<file path="src/rtl/vid_timing_pkg.sv">
// Shared types for the video timing generator/detector pair.
// Counts, detector states and the frame-geometry bundle.
package vid_timing_pkg;

  localparam int CNT_W = 12;

  typedef logic [CNT_W-1:0] cnt_t;

  localparam cnt_t CNT_MAX = 12'd4095;

  typedef enum logic [1:0] {
    SEARCH,
    MEASURE,
    VERIFY,
    LOCKED
  } det_state_t;

  typedef struct packed {
    cnt_t h_total;
    cnt_t h_active;
    cnt_t v_total;
    cnt_t v_active;
  } geom_t;

  function automatic cnt_t sat_inc(cnt_t v);
    return (v == CNT_MAX) ? v : v + 1'b1;
  endfunction

endpackage

</file>
<file path="src/rtl/vid_sync_edge.sv">
// Input register stage for the video stream.
// Normalises sync polarity and flags rising edges of hs/vs/de.
module vid_sync_edge #(
  parameter int DATA_W          = 24,
  parameter bit SYNC_ACTIVE_LOW = 1'b1
) (
  input  logic              clk,
  input  logic              reset_n,
  input  logic              vid_hs,
  input  logic              vid_vs,
  input  logic              vid_de,
  input  logic [DATA_W-1:0] vid_data,
  output logic              de,
  output logic [DATA_W-1:0] data,
  output logic              hs_edge,
  output logic              vs_edge,
  output logic              de_rise
);

  logic hs;
  logic vs;
  logic hs_p;
  logic vs_p;
  logic de_p;

  always_ff @(posedge clk or negedge reset_n) begin
    if (!reset_n) begin
      hs   <= 1'b0;
      vs   <= 1'b0;
      de   <= 1'b0;
      data <= '0;
      hs_p <= 1'b0;
      vs_p <= 1'b0;
      de_p <= 1'b0;
    end else begin
      hs   <= vid_hs ^ SYNC_ACTIVE_LOW;
      vs   <= vid_vs ^ SYNC_ACTIVE_LOW;
      de   <= vid_de;
      data <= vid_data;
      hs_p <= hs;
      vs_p <= vs;
      de_p <= de;
    end
  end

  assign hs_edge = hs & ~hs_p;
  assign vs_edge = vs & ~vs_p;
  assign de_rise = de & ~de_p;

endmodule

</file>
<file path="src/rtl/vga_timing_detector.sv">
// Measures incoming video geometry, locks on stable frames
// and re-emits active pixels tagged with x/y and frame markers.
module vga_timing_detector
  import vid_timing_pkg::*;
#(
  parameter int DATA_W          = 24,
  parameter int LOCK_FRAMES     = 3,
  parameter bit SYNC_ACTIVE_LOW = 1'b1
) (
  input  logic              clk,
  input  logic              reset_n,
  input  logic              vid_hs,
  input  logic              vid_vs,
  input  logic              vid_de,
  input  logic [DATA_W-1:0] vid_data,
  output logic              pix_valid,
  output logic [DATA_W-1:0] pix_data,
  output logic [11:0]       pix_x,
  output logic [11:0]       pix_y,
  output logic              pix_sof,
  output logic              pix_eol,
  output logic [11:0]       meas_h_total,
  output logic [11:0]       meas_h_active,
  output logic [11:0]       meas_v_total,
  output logic [11:0]       meas_v_active,
  output logic              locked
);

  localparam int MW = $clog2(LOCK_FRAMES + 1);
  localparam logic [MW-1:0] MATCH_LAST = MW'(LOCK_FRAMES - 1);

  logic              de_r;
  logic [DATA_W-1:0] data_r;
  logic              hs_edge;
  logic              vs_edge;
  logic              de_rise;

  vid_sync_edge #(
    .DATA_W          (DATA_W),
    .SYNC_ACTIVE_LOW (SYNC_ACTIVE_LOW)
  ) u_sync (
    .clk      (clk),
    .reset_n  (reset_n),
    .vid_hs   (vid_hs),
    .vid_vs   (vid_vs),
    .vid_de   (vid_de),
    .vid_data (vid_data),
    .de       (de_r),
    .data     (data_r),
    .hs_edge  (hs_edge),
    .vs_edge  (vs_edge),
    .de_rise  (de_rise)
  );

  cnt_t h_cnt;
  cnt_t de_cnt;
  cnt_t v_cnt;
  cnt_t v_snap;
  cnt_t act_lines;
  cnt_t line_total;
  cnt_t line_active;
  logic hs_seen;
  logic frame_eval;
  logic line_done;

  assign line_done = hs_edge & hs_seen & (de_cnt != '0);

  always_ff @(posedge clk or negedge reset_n) begin
    if (!reset_n) begin
      h_cnt       <= '0;
      de_cnt      <= '0;
      v_cnt       <= '0;
      v_snap      <= '0;
      act_lines   <= '0;
      line_total  <= '0;
      line_active <= '0;
      hs_seen     <= 1'b0;
      frame_eval  <= 1'b0;
    end else begin
      h_cnt <= hs_edge ? '0 : sat_inc(h_cnt);
      if (hs_edge)
        de_cnt <= {{(CNT_W-1){1'b0}}, de_r};
      else if (de_r)
        de_cnt <= sat_inc(de_cnt);
      if (hs_edge)
        hs_seen <= 1'b1;
      if (hs_edge && hs_seen)
        line_total <= h_cnt + 1'b1;
      if (line_done)
        line_active <= de_cnt;
      // A line closing on the eval cycle opens the new frame's count.
      if (frame_eval)
        act_lines <= {{(CNT_W-1){1'b0}}, line_done};
      else if (line_done)
        act_lines <= sat_inc(act_lines);
      if (vs_edge)
        v_cnt <= {{(CNT_W-1){1'b0}}, hs_edge};
      else if (hs_edge)
        v_cnt <= sat_inc(v_cnt);
      if (vs_edge)
        v_snap <= v_cnt;
      frame_eval <= vs_edge;
    end
  end

  geom_t      cand;
  geom_t      meas;
  geom_t      meas_n;
  det_state_t state;
  det_state_t state_n;
  logic [MW-1:0] match_cnt;
  logic [MW-1:0] match_n;
  logic       locked_n;
  logic       timeout;

  assign cand = '{h_total:  line_total,
                  h_active: line_active,
                  v_total:  v_snap,
                  v_active: act_lines};

  assign timeout = (h_cnt == CNT_MAX) ||
                   ((v_cnt == CNT_MAX) && !vs_edge);

  always_ff @(posedge clk or negedge reset_n) begin
    if (!reset_n) begin
      state     <= SEARCH;
      meas      <= '0;
      match_cnt <= '0;
      locked    <= 1'b0;
    end else begin
      state     <= state_n;
      meas      <= meas_n;
      match_cnt <= match_n;
      locked    <= locked_n;
    end
  end

  always_comb begin
    state_n  = state;
    meas_n   = meas;
    match_n  = match_cnt;
    locked_n = locked;
    if (timeout) begin
      state_n  = SEARCH;
      meas_n   = '0;
      match_n  = '0;
      locked_n = 1'b0;
    end else if (frame_eval) begin
      unique case (state)
        SEARCH: state_n = MEASURE;
        MEASURE: begin
          meas_n  = cand;
          match_n = '0;
          state_n = VERIFY;
        end
        VERIFY: begin
          if (cand == meas) begin
            match_n = match_cnt + 1'b1;
            if (match_cnt == MATCH_LAST) begin
              state_n  = LOCKED;
              locked_n = 1'b1;
            end
          end else begin
            meas_n  = cand;
            match_n = '0;
          end
        end
        LOCKED: begin
          if (cand != meas) begin
            locked_n = 1'b0;
            meas_n   = cand;
            match_n  = '0;
            state_n  = VERIFY;
          end
        end
        default: state_n = SEARCH;
      endcase
    end
  end

  assign meas_h_total  = meas.h_total;
  assign meas_h_active = meas.h_active;
  assign meas_v_total  = meas.v_total;
  assign meas_v_active = meas.v_active;

  logic first_pend;
  cnt_t x_n;
  cnt_t y_n;

  always_comb begin
    x_n = pix_x;
    y_n = pix_y;
    if (de_rise) begin
      x_n = '0;
      y_n = (first_pend || vs_edge) ? '0 : sat_inc(pix_y);
    end else if (de_r) begin
      x_n = sat_inc(pix_x);
    end
  end

  always_ff @(posedge clk or negedge reset_n) begin
    if (!reset_n) begin
      pix_valid  <= 1'b0;
      pix_data   <= '0;
      pix_x      <= '0;
      pix_y      <= '0;
      first_pend <= 1'b0;
    end else begin
      pix_valid <= de_r;
      pix_data  <= data_r;
      pix_x     <= x_n;
      pix_y     <= y_n;
      if (de_rise)
        first_pend <= 1'b0;
      else if (vs_edge)
        first_pend <= 1'b1;
    end
  end

  assign pix_sof = pix_valid & (pix_x == '0) & (pix_y == '0);
  assign pix_eol = pix_valid & ~de_r;

endmodule

</file>
<file path="config.mk">
export PLATFORM = sky130hd
export DESIGN_NAME = vga_timing_detector
export DESIGN_NICKNAME = d
export VERILOG_FILES = /design/src/rtl/vid_timing_pkg.sv /design/src/rtl/vid_sync_edge.sv /design/src/rtl/vga_timing_detector.sv
export SDC_FILE = /design/constraint.sdc
export NUM_CORES = 1
export LEC_CHECK = 0
export ABC_AREA = 0
export CORE_MARGIN = 8
export CORE_UTILIZATION = 50
export DETAILED_ROUTE_END_ITERATION = 8
export GPL_TIMING_DRIVEN = 0
export PLACE_DENSITY = 0.74
export REMOVE_ABC_BUFFERS = 1
export SYNTH_ARGS = -nofsm -noshare
export SYNTH_HDL_FRONTEND = slang
export SYNTH_SLANG_ARGS = --single-unit
</file>
<file path="constraint.sdc">
create_clock -name clk -period 2.7 [get_ports clk]
set_input_delay 0.81 -clock clk [delete_from_list [all_inputs] [get_ports clk]]
set_output_delay 0.81 -clock clk [all_outputs]
set_load 0.02 [all_outputs]
</file>
==> metrics.csv, run 1 <==
stage;metric;value;unit
status;status;finished, final reports clean;
detailed_routing;vias;7273;
setup_path;crit_type;flop to output port;
clocking;cts.path.max_buffers;3;
placed_design;hpwl;15100;um
synthesis;synth_edf_count;0;
synthesis;synth.yosys.seq_area_share;55.5;%
setup_path;path_delay_family;simple AND/OR/NAND/NOR gates;
setup_path;critical_path_required;1.89;ns
setup_path;cp_cell_sequence;nor4b_1, nand2_1, nor3_1, buf_2;
clocking;clockRootBuffer;clkbuf_16;
sta;fin_hold_ws;0.206;ns
setup_path;crit_buf_inv;1;
setup_path;r2r_setup_slack;0.15;ns
floorplanning;ios;129;
setup_path;cp_num_cells;4;
global_routing;grt_usage;18.6;%
finish;fin_area;12400;sq um
global_routing;grt_overflow;0;
setup_path;crit_path_start_kind;flop;
job;max-cap-violations;0;
detailed_routing;top_layer_used;met4;
detailed_routing;avgViaCountPerCell;5.56;
sta;setup_viol;0;
synthesis;yosys-top-cells-count;dfrtp_1 (218), nand2_1 (130), xor2_1 (84);
clocking;cts_sinks;218;
synthesis;synth_top_area_cell;dfrtp_1;
detailed_routing;route.met3.wl;1350;um
setup_path;cp_data_arrival_time;1.77;ns
detailed_routing;drc;0;
detailed_routing;met2_length;10700;um
floorplanning;dieArea;24400;sq um
synthesis;yosysMostFrequentCell;dfrtp_1;
synthesis;synthCells;910;
detailed_routing;drt-met1-wl;10100;um
pwr;ir_drop;493;uV
setup_path;r2r-end;state[0]$_DFFE_PN0P_;
synthesis;syn_avg_cell_area;10.8;sq um
placed_design;place_area;11400;sq um
synthesis;synth_seq_cells;218;
detailed_routing;wl_per_cell;17.3;um
sta;fin_crit;2.58;ns
sta;final_max_slew_viol_count;0;
floorplanning;num_rows;51;
setup_path;slowest_delay;0.46;ns
synthesis;synth_cell_type_count;55;
global_routing;grt_pass1_wl;37200;um
detailed_routing;routed_wl;22600;um
sta;tightestPinTransition;0.978;ns
setup_path;worst-path-max-fanout;7;
synthesis;synth.cell_area;9820;sq um
floorplanning;core-area;19400;sq um
clocking;clk_pin_slew;0.06;ns
sta;rsz0062_at_grt;false;
finish;utilization;64.0;%
sta;hold_viol;0;
pwr;power_density;748;nW/um^2
setup_path;worstRegToRegCells;6;
placed_design;place.gp.congestion;0.809;
global_routing;antenna_found_initial;0;
finish;drive_above_1_share;8.82;%
floorplanning;die_w;156;um
sta;timing.fmax;388;MHz
clocking;cts_buffers;24;
global_routing;grt_pass1_vias;7194;
synthesis;synth-main-ff-cell;dfrtp_1;
clocking;h-tree-depth;1;
detailed_routing;postRouteAntennaNets;0;
synthesis;async_reset_ff_share;100;%
pwr;power.leakage;5.80;nW
floorplanning;dieHeight;156;um
setup_path;startpoint;pix_x[7]$_DFFE_PN0P_;
setup_path;slowest_stage;dfrtp_1;
sta;clock_skew;0.0117;ns
synthesis;ys_warn_count;0;
synthesis;synth_area_leaders;dfrtp_1 (56%), xor2_1 (7.5%), nand2_1 (5.0%), nand4b_1 (4.4%), o211ai_1 (3.7%);
synthesis;synth_top_area_share;55.5;%
min_path;hold_class;input pin to async pin;
floorplanning;start_util;50.6;%
global_routing;grt_start_max_net_pins;90;
placed_design;port_buffers;128;
detailed_routing;detail_route.iter0.violations;463;
finish;area_growth;26.4;%
sta;relSlewSlack;34.6;%
setup_path;crit_end;pix_sof;
setup_path;rr_startpoint;v_snap[5]$_DFFE_PN0N_;
clocking;clk_latency;0.51;ns
finish;fin_cells;1308;
placed_design;dpl.cell_count;1260;
clocking;cts_tree;done;
sta;fin_crit_sh;95.5;%
finish;nets;1067;
detailed_routing;drt_pass1_iterations;5;
finish;n_antenna_cell;0;
setup_path;end_kind;output port;
-- cells by family (layout without fill, tap and decap cells) --
family,after synthesis,after routing,synth area share [%]
AND/OR/NAND/NOR,375,376,20.5
flip-flops,218,218,55.5
AO/OA/AOI/OAI,110,110,7.68
XOR/XNOR,107,107,9.54
buffers and inverters,73,205,3.54
multiplexers,14,14,1.55
adder cells (fa/ha/maj),13,13,1.66
-- layout by cell type (no fill, tap or decap), drive strengths merged, types with 4 or more instances in the layout --
cell type / count
a21oi: 19
and3: 14
and4: 7
buf: 19
bufinv: 7
clkbuf: 33
clkdlybuf4s50: 125
clkinv: 4
dfrtp: 218
ha: 13
inv: 15
mux2: 10
mux2i: 4
nand2: 130
nand2b: 6
nand3: 31
nand4: 21
nand4b: 49
nor2: 65
nor2b: 4
nor3: 15
nor4: 22
o211ai: 49
o21ai: 23
xnor2: 23
xor2: 84
-- timing repair --
item | CTS | global route
resized for setup | 8 | 6
gates cloned | 1 | 0
pin swaps | 1 | 0
hold buffers | 0 | 0
setup endpoints to repair | 58 | 50
setup buffers | 1 | 2
-- metrics by stage --
stage	total power, mW	setup TNS, ns	setup WS (ns)
3_5_place_dp	5.56	-12.80	-0.402
2_1_floorplan	4.79	-124.63	-2.45
6_report	9.29	0	0.122
3_3_place_gp	5.45	-2037.51	-8.34
5_1_grt	9.69	0	0.00143
4_1_cts	9.36	0	0.0152
-- worst min path at each step --
| stage | start | to | slack (ns) | cells after the start |
|---|---|---|---|---|
| after global placement | u_sync.data[13]$_DFF_PN0_ | pix_data[13]$_DFF_PN0_ | 0.33 | 0 |
| after global routing | reset_n | pix_data[3]$_DFF_PN0_ | 0.24 | 1 |
| after floorplan | u_sync.data[0]$_DFF_PN0_ | pix_data[0]$_DFF_PN0_ | 0.33 | 0 |
| after CTS | reset_n | pix_data[3]$_DFF_PN0_ | 0.22 | 1 |
| after detailed placement | u_sync.data[11]$_DFF_PN0_ | pix_data[11]$_DFF_PN0_ | 0.33 | 0 |
| final | reset_n | pix_data[3]$_DFF_PN0_ | 0.21 | 1 |
-- registers in the layout, summed over array words and instances, names as in the netlist, 12 cells and up --
| name | cells |
|---|---|
| v_snap | 12 |
| u_sync.data | 24 |
| meas_v_total | 12 |
| pix_y | 12 |
| meas_h_active | 12 |
| act_lines | 12 |
| pix_data | 24 |
| line_total | 12 |
| v_cnt | 12 |
| meas_v_active | 12 |
| line_active | 12 |
| de_cnt | 12 |
| meas_h_total | 12 |
| h_cnt | 12 |
| pix_x | 12 |
-- final cells by class --
class | instances | area [sq um]
inverters | 16 | 61.3
multi-input cells | 620 | 4070
fillers | 1563 | 6980
clock inverters | 11 | 233
well taps | 265 | 332
repair buffers | 145 | 1570
clock buffers | 33 | 696
flip-flops and latches | 218 | 5460
-- power breakdown --
part	switching (mW)	internal (mW)	total, mW
clock network	1.30	2.47	3.76
registers	0.293	3.55	3.84
logic	0.982	0.699	1.68
total	2.57	6.71	9.29
-- per-layer routing --
metal,GRT usage [%],vias up
li1,-,3430
met1,24.8,3621
met2,30.9,185
met3,3.63,37
met4,4.58,0
met5,0,-
No activity file was read; power rests on OpenSTA's default activity.
==> run 2: changes to the inputs <==
==> constraint.sdc (replaced) <==
create_clock -name clk -period 2.7 [get_ports clk]
set_input_delay 0.405 -clock clk [delete_from_list [all_inputs] [get_ports clk]]
set_output_delay 0.405 -clock clk [all_outputs]
set_load 0.02 [all_outputs]
==> metrics.csv, run 2 (synthesized netlist as in run 1, its figures left out) <==
stage;metric;value;unit;change
status;status;finished, final reports clean;;
floorplanning;dieArea;24400;sq um;unchanged
pwr;power.leakage;5.79;nW;-0.22%
pwr;power.total;9.28;mW;about the same
floorplanning;core-area;19400;sq um;unchanged
pwr;ir_drop;496;uV;+0.52%
floorplanning;start_util;50.6;%;unchanged
clocking;cts_buffers;24;;unchanged
sta;clock_skew;0.0123;ns;+0.000518 ns
pwr;power_density;748;nW/um^2;about the same
detailed_routing;avgViaCountPerCell;5.56;;about the same
detailed_routing;drt_pass1_iterations;5;;unchanged
job;max-cap-violations;0;;unchanged
global_routing;grt_pass1_wl;37200;um;about the same
sta;setup_viol;0;;unchanged
finish;fin_cells;1308;;unchanged
clocking;clk_pin_slew;0.06;ns;about the same
detailed_routing;routed_wl;22500;um;-0.23%
setup_path;end_kind;flop;;
detailed_routing;drt-met1-wl;10000;um;-1.0%
setup_path;crit_type;flop to flop;;
global_routing;grt_overflow;0;;unchanged
setup_path;slowest_delay;0.54;ns;+0.08 ns
setup_path;cp_data_arrival_time;2.97;ns;+1.20 ns
setup_path;crit_buf_inv;0;;-1
setup_path;critical_path_required;3.12;ns;+1.23 ns
sta;fin_crit_sh;94.5;%;-0.96 points
finish;final_cell_mix;dfrtp_1 (218), nand2_1 (130), clkdlybuf4s50_1 (126);;
floorplanning;num_rows;51;;unchanged
sta;final_max_slew_viol_count;0;;unchanged
min_path;hold_class;input pin to flop;;
detailed_routing;route.met3.wl;1370;um;+1.6%
setup_path;cp_cell_sequence;xor2_1, nor4_1, nand4_1, nor3_2, a211oi_1, a311oi_2;;
detailed_routing;wl_per_cell;17.2;um;-0.23%
placed_design;hpwl;15100;um;unchanged
floorplanning;dieHeight;156;um;unchanged
global_routing;grt_start_max_net_pins;90;;unchanged
detailed_routing;detail_route.iter0.violations;448;;-3.2%
clocking;cts.path.max_buffers;3;;unchanged
floorplanning;ios;129;;unchanged
setup_path;path_delay_family;simple AND/OR/NAND/NOR gates;;
detailed_routing;drc;0;;unchanged
finish;drive_above_1_share;8.25;%;-0.58 points
sta;rsz0062_at_grt;false;;
placed_design;port_buffers;128;;unchanged
global_routing;antenna_found_initial;0;;unchanged
sta;relSlewSlack;32.7;%;-2.0 points
clocking;cts_tree;done;;
finish;nets;1067;;unchanged
floorplanning;die_w;156;um;unchanged
clocking;clockRootBuffer;clkbuf_16;;
placed_design;place.gp.congestion;0.809;;unchanged
sta;fin_crit;2.55;ns;-0.0259 ns
detailed_routing;vias;7268;;-0.069%
finish;area_growth;26.3;%;about the same
clocking;cts_sinks;218;;unchanged
placed_design;dpl.cell_count;1260;;unchanged
finish;fin_area;12400;sq um;about the same
placed_design;place_area;11400;sq um;unchanged
finish;utilization;63.9;%;about the same
sta;hold_viol;0;;unchanged
sta;fin_hold_ws;0.332;ns;+0.126 ns
finish;top_regs;pix_data (24), u_sync.data (24);;
global_routing;grt_usage;18.6;%;about the same
finish;n_antenna_cell;0;;unchanged
setup_path;crit_path_start_kind;flop;;
global_routing;grt_pass1_vias;7197;;+0.042%
detailed_routing;met2_length;10700;um;+0.36%
sta;tightestPinTransition;1.01;ns;+0.0294 ns
sta;timing.fmax;392;MHz;+1.0%
finish;final_common_cell;dfrtp_1;;
detailed_routing;postRouteAntennaNets;0;;unchanged
setup_path;worst-path-max-fanout;8;;+1
detailed_routing;top_layer_used;met4;;
setup_path;slowest_stage;nor4_1;;
clocking;h-tree-depth;1;;unchanged
clocking;clk_latency;0.51;ns;about the same
[run 2: cell count changes in the layout (fill, tap and decap cells not counted), sizes merged]
cell / change
dlygate4sd2: +1
dlymetal6s2s: -1
clkdlybuf4s50: +1
dlygate4sd3: +1
buf: -2
[run 2: worst paths after layout]
kind	startpoint	endpoint	slack [ns]	cells after the start
max in group asynchronous	reset_n	de_cnt[8]$_DFFE_PN0P_	1.14	4
max reg2reg	v_snap[5]$_DFFE_PN0N_	state[0]$_DFFE_PN0P_	0.15	6
min	vid_data[19]	u_sync.data[19]$_DFF_PN0_	0.33	1
min reg2reg	u_sync.data[5]$_DFF_PN0_	pix_data[5]$_DFF_PN0_	0.35	0
max	v_snap[5]$_DFFE_PN0N_	state[0]$_DFFE_PN0P_	0.15	6
min in group asynchronous	reset_n	pix_data[3]$_DFF_PN0_	0.40	2
[run 2: layout make-up]
class | instances | area (sq um)
Clock buffer | 33 | 696
Clock inverter | 11 | 233
Fill cell | 1567 | 7000
Multi-Input combinational cell | 620 | 4060
Timing Repair Buffer | 145 | 1570
Tap cell | 265 | 332
Inverter | 16 | 61.3
Sequential cell | 218 | 5460
[run 2: power by group]
| part | internal (mW) | switching, mW |
|---|---|---|
| logic | 0.697 | 0.974 |
| registers | 3.55 | 0.296 |
| clock network | 2.47 | 1.30 |
[run 2: per-stage QoR]
stage / TNS [ns] / setup WS (ns)
floorplan: -124.63 / -2.45
global placement: -1949.22 / -7.94
detailed placement: -12.80 / -0.402
CTS: 0 / 0.0152
global route: 0 / 0.0180
finish: 0 / 0.148
[run 2: routing by layer]
metal,up-vias,global-route usage (%)
li1,3424,-
met1,3631,24.8
met2,178,30.9
met3,35,3.66
met4,0,4.58
met5,-,0
[run 2: timing repair]
item	in CTS	in global routing
hold endpoints to repair	54	0
buffers inserted	1	1
gates cloned	1	0
pin swaps	1	0
endpoints found under the setup margin	58	48
hold buffers	1	0
gates resized for setup	3	2
==> run 3: changes to the inputs <==
CELL_PAD_IN_SITES_DETAIL_PLACEMENT = 0   (was default)
CELL_PAD_IN_SITES_GLOBAL_PLACEMENT = 2   (was default)
CORE_UTILIZATION = 36   (was 50)
PLACE_DENSITY = 0.81   (was 0.74)
==> metrics.csv, run 3 (synthesized netlist as in run 1, its figures left out) <==
stage;metric;value;unit;change
setup_path;path_delay_family;simple AND/OR/NAND/NOR gates;;
placed_design;hpwl;16200;um;+7.5%
pwr;power.leakage;5.85;nW;+1.0%
setup_path;slowest_stage;nor3_2;;
min_path;holdPathEnd;u_sync.data[17]$_DFF_PN0_;;
setup_path;cp_data_arrival_time;2.98;ns;about the same
sta;worst_slack;0.142;ns;-0.00641 ns
clocking;h-tree-depth;1;;unchanged
sta;fin_setup_tns;0;ns;unchanged
sta;tightestPinTransition;0.840;ns;-0.168 ns
global_routing;grt_pass1_vias;7277;;+1.1%
setup_path;crit_path_start_kind;flop;;
pwr;power_density;747;nW/um^2;-0.19%
finish;utilization;46.9;%;-17 points
setup_path;slowest_delay;0.44;ns;-0.10 ns
placed_design;place_ws;-0.678;ns;-0.276 ns
detailed_routing;routed_wl;24300;um;+7.8%
setup_path;cp_num_cells;7;;+1
sta;hold_viol;0;;unchanged
sta;fin_crit_sh;94.8;%;+0.24 points
sta;timing.fmax;391;MHz;-0.25%
clocking;cts_sinks;218;;unchanged
setup_path;critical_path_required;3.12;ns;about the same
setup_path;rr_startpoint;line_active[1]$_DFFE_PN0P_;;
floorplanning;dieArea;32800;sq um;+35%
min_path;holdPathStages;1;;unchanged
placed_design;port_buffers;128;;unchanged
detailed_routing;postRouteAntennaNets;0;;unchanged
setup_path;worstRegToRegCells;7;;+1
floorplanning;core-area;26900;sq um;+39%
global_routing;grt_usage;14.9;%;-3.7 points
global_routing;grt_pass1_wl;40700;um;+9.3%
setup_path;crit_buf_inv;1;;+1
sta;clock_skew;0.0112;ns;-0.00110 ns
clocking;clk_pin_slew;0.06;ns;about the same
sta;fin_crit;2.56;ns;+0.00641 ns
global_routing;grt_start_max_net_pins;95;;+5.6%
min_path;hold_class;input pin to flop;;
detailed_routing;drt-met1-wl;11300;um;+14%
finish;final_common_cell;dfrtp_1;;
finish;drive_above_1_share;10.1;%;+1.9 points
detailed_routing;top_layer_used;met4;;
placed_design;place.gp.congestion;0.771;;-4.7%
sta;relSlewSlack;43.4;%;+11 points
finish;n_antenna_cell;0;;unchanged
sta;rsz0062_at_grt;false;;
sta;final_max_slew_viol_count;0;;unchanged
setup_path;worst-path-max-fanout;8;;unchanged
detailed_routing;met2_length;11100;um;+3.7%
detailed_routing;route.met3.wl;1570;um;+14%
detailed_routing;avgViaCountPerCell;5.14;;-7.6%
detailed_routing;drt_pass1_iterations;4;;-1
setup_path;r2r-end;state[0]$_DFFE_PN0P_;;
clocking;cts_buffers;26;;+8.3%
clocking;cts_tree;done;;
detailed_routing;drc;0;;unchanged
finish;area_growth;28.4;%;
clocking;clk_latency;0.53;ns;+0.02 ns
job;max-cap-violations;0;;unchanged
finish;fin_cells;1397;;+6.8%
detailed_routing;detail_route.iter0.violations;400;;-11%
finish;regArea;5460;sq um;unchanged
global_routing;antenna_found_initial;0;;unchanged
floorplanning;start_util;36.5;%;-14 points
setup_path;crit_type;flop to flop;;
detailed_routing;wl_per_cell;17.4;um;+0.98%
pwr;ir_drop;405;uV;-18%
finish;top_regs;pix_data (24), u_sync.data (24);;
finish;nets;1078;;+1.0%
finish;final_cell_mix;dfrtp_1 (218), nand2_1 (130), clkdlybuf4s50_1 (126);;
clocking;clockRootBuffer;clkbuf_16;;
finish;fill_cells;2541;;+62%
sta;setup_viol;0;;unchanged
floorplanning;num_rows;60;;+18%
clocking;cts.path.max_buffers;3;;unchanged
floorplanning;die_w;181;um;+16%
detailed_routing;vias;7175;;-1.3%
setup_path;r2r_setup_slack;0.14;ns;about the same
status;status;finished, final reports clean;;
setup_path;end_kind;flop;;
placed_design;dpl.cell_count;1336;;+6.0%
floorplanning;dieHeight;181;um;+16%
min_path;worstHoldStart;vid_data[17];;
setup_path;cp_cell_sequence;xor2_1, nor4_2, nand4_1, buf_4, nor3_2, a211oi_1, a311oi_2;;
global_routing;grt_overflow;0;;unchanged
finish;multiInputGateArea;4090;sq um;+0.83%
floorplanning;ios;129;;unchanged
setup_path;startpoint;line_active[1]$_DFFE_PN0P_;;
-- run 3: changes by cell type in the layout (fill, tap and decap cells not counted), sizes merged --
cell      change
buf           +9
clkinvlp      +1
inv           +2
bufinv        -2
clkinv        +3
-- run 3: report_power, final --
group	leakage, nW	total (mW)	switching, mW	internal [mW]
combinational	2.52	1.74	0.996	0.746
clock	0.467	3.83	1.42	2.41
sequential	2.86	3.84	0.298	3.55
-- run 3: worst max path at each step --
| stage | end | slack (ns) |
|---|---|---|
| after global placement | de_cnt[5]$_DFFE_PN0P_ | -8.35 |
| after floorplan | meas_h_active[0]$_DFFE_PN0P_ | -2.45 |
| after global routing | state[0]$_DFFE_PN0P_ | 0.04 |
| after detailed placement | pix_y[4]$_DFFE_PN0P_ | -0.68 |
| after CTS | meas_v_total[1]$_DFFE_PN0P_ | 0.03 |
| final | state[0]$_DFFE_PN0P_ | 0.14 |
-- run 3: stage by stage --
stage,instance area [sq um],total power [mW],hold WS [ns]
floorplan,9530,4.79,0.109
global placement,11200,5.50,0.331
detailed placement,11500,5.60,0.335
CTS,12500,9.52,0.288
global route,12600,9.87,0.285
finish,12600,9.41,0.314
-- run 3: cell type report --
type / instances / share of cell area, %
clock inverter: 15 / 1.66
inverter: 16 / 0.496
sequential: 218 / 43.3
tap: 341 / 3.38
clock buffer: 33 / 5.86
multi-input combinational: 620 / 32.4
timing repair buffer: 154 / 12.9
-- run 3: what timing repair did --
action	CTS	global route
setup endpoints to repair	74	15
buffers inserted	3	8
gates resized for setup	6	6
cloned	1	0
hold buffers	1	0
hold endpoints to repair	56	0
pin swaps	2	3
-- run 3: routing by layer --
metal,vias to the layer above,global-route usage (%)
met5,-,0
met4,0,3.12
met3,29,3.91
met2,133,23.5
met1,3567,20.4
li1,3446,-
